**src/rtl/seq_add64.sv**
```systemverilog
// Sequential 64-bit adder: one 16-bit ripple slice reused over four RUN cycles,
// with a valid/ready handshake on both the operand and the result side.
module seq_add64 (
  input  logic        clk,
  input  logic        rst_n,
  input  logic        in_valid,
  output logic        in_ready,
  input  logic [63:0] a,
  input  logic [63:0] b,
  input  logic        cin,
  output logic        out_valid,
  input  logic        out_ready,
  output logic [63:0] sum,
  output logic        cout,
  output logic        ovf
);

  typedef enum logic [1:0] {IDLE = 2'd0, RUN = 2'd1, DONE = 2'd2} state_t;

  state_t      state_q, state_d;
  logic [63:0] a_q, a_d;
  logic [63:0] b_q, b_d;
  logic [63:0] sum_q, sum_d;
  logic        carry_q, carry_d;
  logic        cout_q, cout_d;
  logic        ovf_q, ovf_d;
  logic [1:0]  k_q, k_d;

  logic [15:0] slice_a, slice_b, slice_s;
  logic [16:0] rc;

  assign slice_a = a_q[{k_q, 4'b0000} +: 16];
  assign slice_b = b_q[{k_q, 4'b0000} +: 16];
  assign rc[0]   = carry_q;

  // The single shared slice: a plain chain of full adders fed by the carry register.
  generate
    for (genvar gi = 0; gi < 16; gi++) begin : g_fa
      assign slice_s[gi] = slice_a[gi] ^ slice_b[gi] ^ rc[gi];
      assign rc[gi+1]    = (slice_a[gi] & slice_b[gi]) | (rc[gi] & (slice_a[gi] ^ slice_b[gi]));
    end
  endgenerate

  // State register
  always_ff @(posedge clk or negedge rst_n) begin
    if (!rst_n) state_q <= IDLE;
    else        state_q <= state_d;
  end

  // Next-state logic
  always_comb begin
    state_d = state_q;
    case (state_q)
      IDLE:    if (in_valid)     state_d = RUN;
      RUN:     if (k_q == 2'd3)  state_d = DONE;
      DONE:    if (out_ready)    state_d = IDLE;
      default:                   state_d = IDLE;
    endcase
  end

  // Output logic
  always_comb begin
    in_ready  = (state_q == IDLE);
    out_valid = (state_q == DONE);
  end

  always_comb begin
    a_d     = a_q;
    b_d     = b_q;
    sum_d   = sum_q;
    carry_d = carry_q;
    cout_d  = cout_q;
    ovf_d   = ovf_q;
    k_d     = k_q;
    case (state_q)
      IDLE: begin
        if (in_valid) begin
          a_d     = a;
          b_d     = b;
          carry_d = cin;
          k_d     = 2'd0;
        end
      end
      RUN: begin
        sum_d[{k_q, 4'b0000} +: 16] = slice_s;
        carry_d = rc[16];
        k_d     = k_q + 2'd1;
        if (k_q == 2'd3) begin
          cout_d = rc[16];
          ovf_d  = (a_q[63] == b_q[63]) && (slice_s[15] != a_q[63]);
        end
      end
      default: ;
    endcase
  end

  always_ff @(posedge clk or negedge rst_n) begin
    if (!rst_n) begin
      a_q     <= '0;
      b_q     <= '0;
      sum_q   <= '0;
      carry_q <= 1'b0;
      cout_q  <= 1'b0;
      ovf_q   <= 1'b0;
      k_q     <= 2'd0;
    end else begin
      a_q     <= a_d;
      b_q     <= b_d;
      sum_q   <= sum_d;
      carry_q <= carry_d;
      cout_q  <= cout_d;
      ovf_q   <= ovf_d;
      k_q     <= k_d;
    end
  end

  assign sum  = sum_q;
  assign cout = cout_q;
  assign ovf  = ovf_q;

endmodule

```
**config.mk**
```make
export PLATFORM = sky130hd
export DESIGN_NAME = seq_add64
export DESIGN_NICKNAME = d
export VERILOG_FILES = /design/src/rtl/seq_add64.sv
export SDC_FILE = /design/constraint.sdc
export NUM_CORES = 1
export LEC_CHECK = 0
export CORE_MARGIN = 5
export CORE_UTILIZATION = 30
export CTS_CLUSTER_SIZE = 40
export DETAILED_ROUTE_END_ITERATION = 6
export HOLD_SLACK_MARGIN = 0.15
export PLACE_DENSITY = 0.64
export SLEW_MARGIN = 40
export SYNTH_ARGS = -nofsm -noshare
export SYNTH_HDL_FRONTEND = slang
export SYNTH_SLANG_ARGS = --single-unit
```
**constraint.sdc**
```tcl
create_clock -name clk -period 9.3 [get_ports clk]
set_input_delay 1.86 -clock clk [delete_from_list [all_inputs] [get_ports clk]]
set_output_delay 1.86 -clock clk [all_outputs]
set_load 0.02 [all_outputs]
```
==> results of run 1 <==
==> power groups by stage <==
stage                     Combinational [uW]  Sequential [uW]  Clock (uW)
after floorplan                         1320             1460           0
after global placement                  2110             1470           0
after detailed placement                2140             1480           0
after CTS                               2150             1460         774
after global routing                    2340             1510         809
final                                   2120             1460         757
==> worst min path at each step <==
stage / cells past startpoint / slack (ns) / start / to
floorplan: 2 / 0.44 / a_q[32] / a_q[32]
global placement: 2 / 0.45 / b_q[34] / b_q[34]
detailed placement: 2 / 0.46 / b_q[41] / b_q[41]
CTS: 2 / 0.48 / b_q[41] / b_q[41]
global route: 2 / 0.49 / b_q[41] / b_q[41]
finish: 2 / 0.47 / b_q[9] / b_q[9]
==> per-stage QoR <==
step / total power, uW / util, % / setup slack (ns)
after floorplan: 2780 / - / 1.98
after global placement: 3570 / 38.4 / 1.70
after CTS: 4390 / 40.6 / 1.57
final: 4340 / 40.6 / 1.64
after global routing: 4650 / 40.6 / 1.24
after detailed placement: 3620 / 38.5 / 1.57
==> worst max-delay path, delay by kind of cell, from the launching register on <==
family	cells	cell delay, ns
mux	2	0.59
simple gates	1	0.12
compound gates	1	0.08
buf+inv	4	0.27
flops	1	0.72
fa+ha+maj	16	5.78
==> layout by cell type, fill, tap and decap left out, drive strengths merged <==
cell	synthesis	layout
nor2	1	1
diode	0	1
mux4	32	32
dfrtp	199	199
a221o	1	1
o2bb2ai	48	48
buf	34	5
nor2b	1	1
clkbuf	12	20
a22o	16	16
o21ai	3	3
clkinv	0	2
or3b	1	1
nor4	1	1
clkinvlp	0	3
nor4bb	1	1
or4	1	1
bufinv	0	2
and4bb	1	1
mux2	2	2
inv	31	38
and2	1	1
and3	1	1
nor3	1	1
and3b	1	1
o31ai	1	1
o22ai	1	1
nor3b	1	1
nand3	2	2
clkdlybuf4s50	0	199
nand3b	1	1
nand2	393	393
fa	16	16
nand2b	3	3
ha	6	6
==> logic make-up (layout without fill, tap and decap cells) <==
family                   Yosys count  count (layout)
AO/OA/AOI/OAI                     70              70
other                              0               1
multiplexers                      34              34
buffers and inverters             77             269
AND/OR/NAND/NOR                  411             411
adder cells (fa/ha/maj)           22              22
flip-flops                       199             199
==> flip-flops by register name (all words and copies together), names as in the netlist <==
register / count
sum: 64
ovf: 1
a_q: 64
b_q: 64
carry_q: 1
cout: 1
state_q: 2
k_q: 2
==> final cells by class <==
class,count,share of cell area [%]
Sequential cell,199,42.9
Inverter,31,1.00
Multi-Input combinational cell,537,29.0
Timing Repair Buffer,206,17.8
Tap cell,384,4.14
Clock inverter,14,1.40
Clock buffer,18,3.78
Antenna cell,1,0.0215
==> routing by layer <==
layer	wire length, microns	global-route usage (%)	vias to the layer above	part of all wire [%]
met2	12100	24.7	195	48
li1	-	-	3021	-
met5	13	0	-	0.052
met3	1410	3.27	32	5.6
met1	10900	20.7	3145	43
met4	682	5.29	2	2.7
==> impl_metrics.ini, run 1 <==
[run_status]
outcome = finished, final reports clean

[synthesis]
yosys-mux-area-fraction_pct = 8.55
synthTopCellsByCount = 393 x nand2_1, 199 x dfrtp_1, 48 x o2bb2ai_1, 32 x mux4_2, 31 x inv_1
synth-main-ff-cell = dfrtp_1
ys_seq_area_share_pct = 57.3
ys_warn_count = 0
ys_async_sr_fraction_pct = 100
synth_seq_cells = 199
synth_top_area_cell = dfrtp_1
syn-num-nets = 968
avgSynthCellArea_sq_um = 10.7
ys_types = 33
yosysTopAreaCellShare_pct = 57.3
post-synth-top-count-cell = nand2_1
netlist_area_sq_um = 8690
synthCells = 813
synth_compound_area_share_pct = 6.90
synth_edf_count = 0
yosys.area_share.adder_pct = 4.55
synth_top_family_by_area = simple AND/OR/NAND/NOR gates
yosys.area_share.simple_pct = 18.6
synth.area.top_cells = dfrtp_1 57%, nand2_1 17%, mux4_2 8.3%, o2bb2ai_1 4.8%, fa_1 3.7%
synthXorXnorAreaFrac_pct = 0

[critical_path]
crit_chain = mux4_2 -> inv_1 -> fa_1 -> fa_1 -> fa_1 -> inv_1 -> fa_1 -> fa_1 -> inv_1 -> fa_1 -> fa_1 -> fa_1 -> fa_1 -> fa_1 -> fa_1 -> fa_1 -> fa_1 -> fa_1 -> inv_1 -> fa_1 -> fa_1 -> nand2b_1 -> o22ai_1 -> mux2_2
start_kind = flip-flop
end_kind = flip-flop
r2r_cells = 24
crit_slowest_cell = dfrtp_2
cp_common_cell = fa_1
startpoint = k_q[0]
critPathKind = reg2reg
cp_max_fo = 22
worstPathRequired_ns = 9.62
ff2ff_setup_slack_ns = 1.64
r2r_end = ovf
cp-endpoint = ovf
max_stage_delay_ns = 0.72
cp.arrival_ns = 7.98
rr_startpoint = k_q[0]

[power_and_ir_drop]
combPwrFrac_pct = 48.9
p_int_uw = 2520
p_seq_share_pct = 33.7
peakVddDrop_uv = 257
power.share.clock_pct = 17.4
p_per_area_nw_per_um2 = 374
switching_share_pct = 41.9
p_leak_uw = 0.00542
power_switching_uw = 1820

[timing]
fin_setup_tns_ns = 0
hold_ws_ns = 0.472
max_freq_ghz = 0.131
hold_violations = 0
fin_worst_skew_ns = 0.0121
rsz0062_at_grt = no
max_slew_margin_pct = 46.7
setup_viol = 0
slew_viol_final = 0
post-route-period-util_pct = 82.3
fin_crit_ns = 7.66
worst_pin_slew_ns = 0.800

[final_layout]
stdcell_count = 1390
fill_cells = 2769
multi_input_area_sq_um = 3360
final_nets = 1147
area_growth_pct = 33.6
stdcell_area_sq_um = 11600
regArea_sq_um = 4980
drive_gt1_share_pct = 7.96

[clock_network]
path_clk_slew_ns = 0.08
clock_latency_ns = 0.44
cts_setup_buffers = 0
cts_hold_buf = 0
cts-buffers-inserted = 17
cts_sinks = 199
cts_max_path_buffers = 2
htree_levels = 4
cts_tree = done
cts_root_buf = clkbuf_16
cts_repair_resize_count = 0

[grt]
antenna_found_initial = 1
grt_pass1_vias = 6703
grt-ovfl-total = 0
grt_max_degree = 118
grt_pass1_wl_microns = 38800
grt_use_total_pct = 15.3

[floorplan]
die_w_microns = 180
row_count = 62
io_pins = 201
initial_core_util_pct = 30.4
die_y_microns = 180
core-area_sq_um = 28600
dieArea_sq_um = 32500

[routing]
drtIter0Drc = 421
drc = 0
ant_nets = 0
avgViaCountPerCell = 4.60
drtPass1Iterations = 5
routed_wl_microns = 25000
vias = 6395
routedWlPerCell_microns = 18.0

[min_path]
hp-class = reg2reg

[place]
hpwlAfterDp_microns = 18600
dp_cells = 1357
dpl_cell_area_sq_um = 11000
gp_congestion = 0.824
numPortBuffers = 200

[flow_run]
maxCapViolCount = 0
(Power assumes the default switching activity.)
==> run 2, diff against run 1 <==
==> constraint.sdc (replaced) <==
create_clock -name clk -period 7.5 [get_ports clk]
set_input_delay 1.5 -clock clk [delete_from_list [all_inputs] [get_ports clk]]
set_output_delay 1.5 -clock clk [all_outputs]
set_load 0.02 [all_outputs]
==> run 2 against run 1 <==
Critical path depth unchanged. First-iteration DRC count increased by 23%. Worst hold slack worse by 0.00084 ns. Setup slack got worse by 1.4 ns. Sequential power up 21%. Cell count rose by 0.29%. Routed wire length shrank 0.80%. Count of clock-buffer cells in the layout rose by 3. Core utilization barely moved. Non-clock buffer count is 6 higher. Clock power rose by 20%. Highest routed layer is now met4.
==> impl_metrics.ini, run 2 (same netlist as run 1, synthesis figures left out) <==
[floorplan]
initial_core_util_pct = 30.4
core-area_sq_um = 28600
die_w_microns = 180
die_y_microns = 180
row_count = 62
dieArea_sq_um = 32500
io_pins = 201

[critical_path]
r2r_end = ovf
startpoint = k_q[0]
critPathKind = reg2reg
end_kind = flip-flop
cp-endpoint = ovf
r2r_cells = 24
rr_startpoint = k_q[0]
cp_max_fo = 4
worstPathRequired_ns = 7.82
start_kind = flip-flop
ff2ff_setup_slack_ns = 0.28
cp.arrival_ns = 7.54

[grt]
grt-ovfl-total = 0
grt_use_total_pct = 15.1
grt_pass1_vias = 6635
grt_pass1_wl_microns = 38400
antenna_found_initial = 0
grt_max_degree = 94

[final_layout]
regArea_sq_um = 4980
multi_input_area_sq_um = 3370
final_util_pct = 40.6
fill_cells = 2788
area_growth_pct = 33.8
final_nets = 1153
most-common-layout-cells = 393 x nand2_1, 199 x clkdlybuf4s50_1, 197 x dfrtp_1, 48 x o2bb2ai_1, 32 x mux4_2
diodes = 0
drive_gt1_share_pct = 8.42
final_common_cell = nand2_1

[run_status]
outcome = finished, final reports clean

[routing]
drtIter0Drc = 519
drtPass1Iterations = 4
avgViaCountPerCell = 4.57
ant_nets = 0
routedWlPerCell_microns = 17.8
routed_wl_microns = 24800
drc = 0
vias = 6366

[clock_network]
htree_levels = 4
cts_tree = done
clock_latency_ns = 0.43
cts-buffers-inserted = 17
path_clk_slew_ns = 0.07
cts_root_buf = clkbuf_16
cts_sinks = 199
cts_hold_buf = 0
cts_max_path_buffers = 2

[min_path]
hp-class = reg2reg

[timing]
setup_viol = 0
post-route-period-util_pct = 96.3
rsz0062_at_grt = no
fin_crit_ns = 7.22
fin_worst_skew_ns = 0.0113
worst_pin_slew_ns = 0.723
max_freq_ghz = 0.138
fin_setup_tns_ns = 0
max_slew_margin_pct = 51.8
slew_viol_final = 0
hold_violations = 0

[power_and_ir_drop]
peakVddDrop_uv = 297
p_total_uw = 5430
p_leak_uw = 0.00544
p_per_area_nw_per_um2 = 467

[place]
numPortBuffers = 200
hpwlAfterDp_microns = 18500
gp_congestion = 0.816

[flow_run]
maxCapViolCount = 0
[run 2: cell count changes in the layout (fill, tap and decap cells not counted), sizes merged]
cell	change
clkinv	+1
clkinvlp	-1
inv	-4
diode	-1
buf	+7
clkbuf	+2
[run 2: final cells by class]
type,instances,area share (%)
flip-flops and latches,199,42.9
multi-input cells,537,29.0
repair buffers,212,18.1
well taps,384,4.13
clock buffers,21,3.96
clock inverters,10,1.02
inverters,31,1.00
[run 2: timing repair]
| action | 4_1_cts | 5_1_grt |
|---|---|---|
| hold endpoints to repair | 0 | 0 |
| buffers inserted | 0 | 3 |
| endpoints found under the setup margin | 0 | 1 |
| gates resized for setup | 0 | 2 |
[run 2: how the worst min path moves through the flow]
stage          slack [ns]     from      end  depth (start not counted)
3_5_place_dp         0.46  b_q[47]  b_q[47]                          2
2_1_floorplan        0.44  a_q[32]  a_q[32]                          2
5_1_grt              0.49  b_q[45]  b_q[45]                          2
4_1_cts              0.48  b_q[47]  b_q[47]                          2
6_report             0.47  a_q[24]  a_q[24]                          2
3_3_place_gp         0.45  a_q[11]  a_q[11]                          2
[run 2: power breakdown]
| part | total (uW) | switching, uW | internal, uW |
|---|---|---|---|
| sequential | 1770 | 260 | 1510 |
| combinational | 2740 | 1580 | 1160 |
| clock | 911 | 400 | 511 |
[run 2: worst max-delay path, cell delays in order (launching register included)]
cell      delay, ns
dfrtp_2        0.44
mux4_2         0.33
inv_1          0.05
fa_1           0.42
fa_1           0.39
fa_1           0.37
inv_1          0.08
fa_1           0.17
fa_1           0.16
inv_1          0.05
fa_1           0.37
fa_1           0.39
fa_1           0.39
fa_1           0.38
fa_1           0.39
fa_1           0.39
fa_1           0.39
fa_2           0.39
fa_1           0.37
inv_1          0.11
fa_1           0.21
fa_2           0.47
nand2b_1       0.09
o22ai_1        0.07
mux2_2         0.26
[run 2: stage by stage]
step / setup slack (ns) / std cells / hold WS (ns) / cell area [sq um]
detailed placement: 0.0657 / 1360 / 0.459 / 11000
CTS: 0.0630 / 1391 / 0.475 / 11600
floorplan: 0.182 / 813 / 0.440 / 8690
finish: 0.280 / 1394 / 0.471 / 11600
global route: 0.0160 / 1394 / 0.489 / 11600
global placement: 0.166 / 1360 / 0.453 / 11000
[run 2: per-layer routing]
layer / GRT usage, % / up-vias / share of wire, %
met5: 0 / - / 0
met4: 3.72 / 0 / 1.5
li1: - / 3036 / -
met2: 24.8 / 173 / 49
met1: 20.7 / 3140 / 44
met3: 3.25 / 17 / 4.8
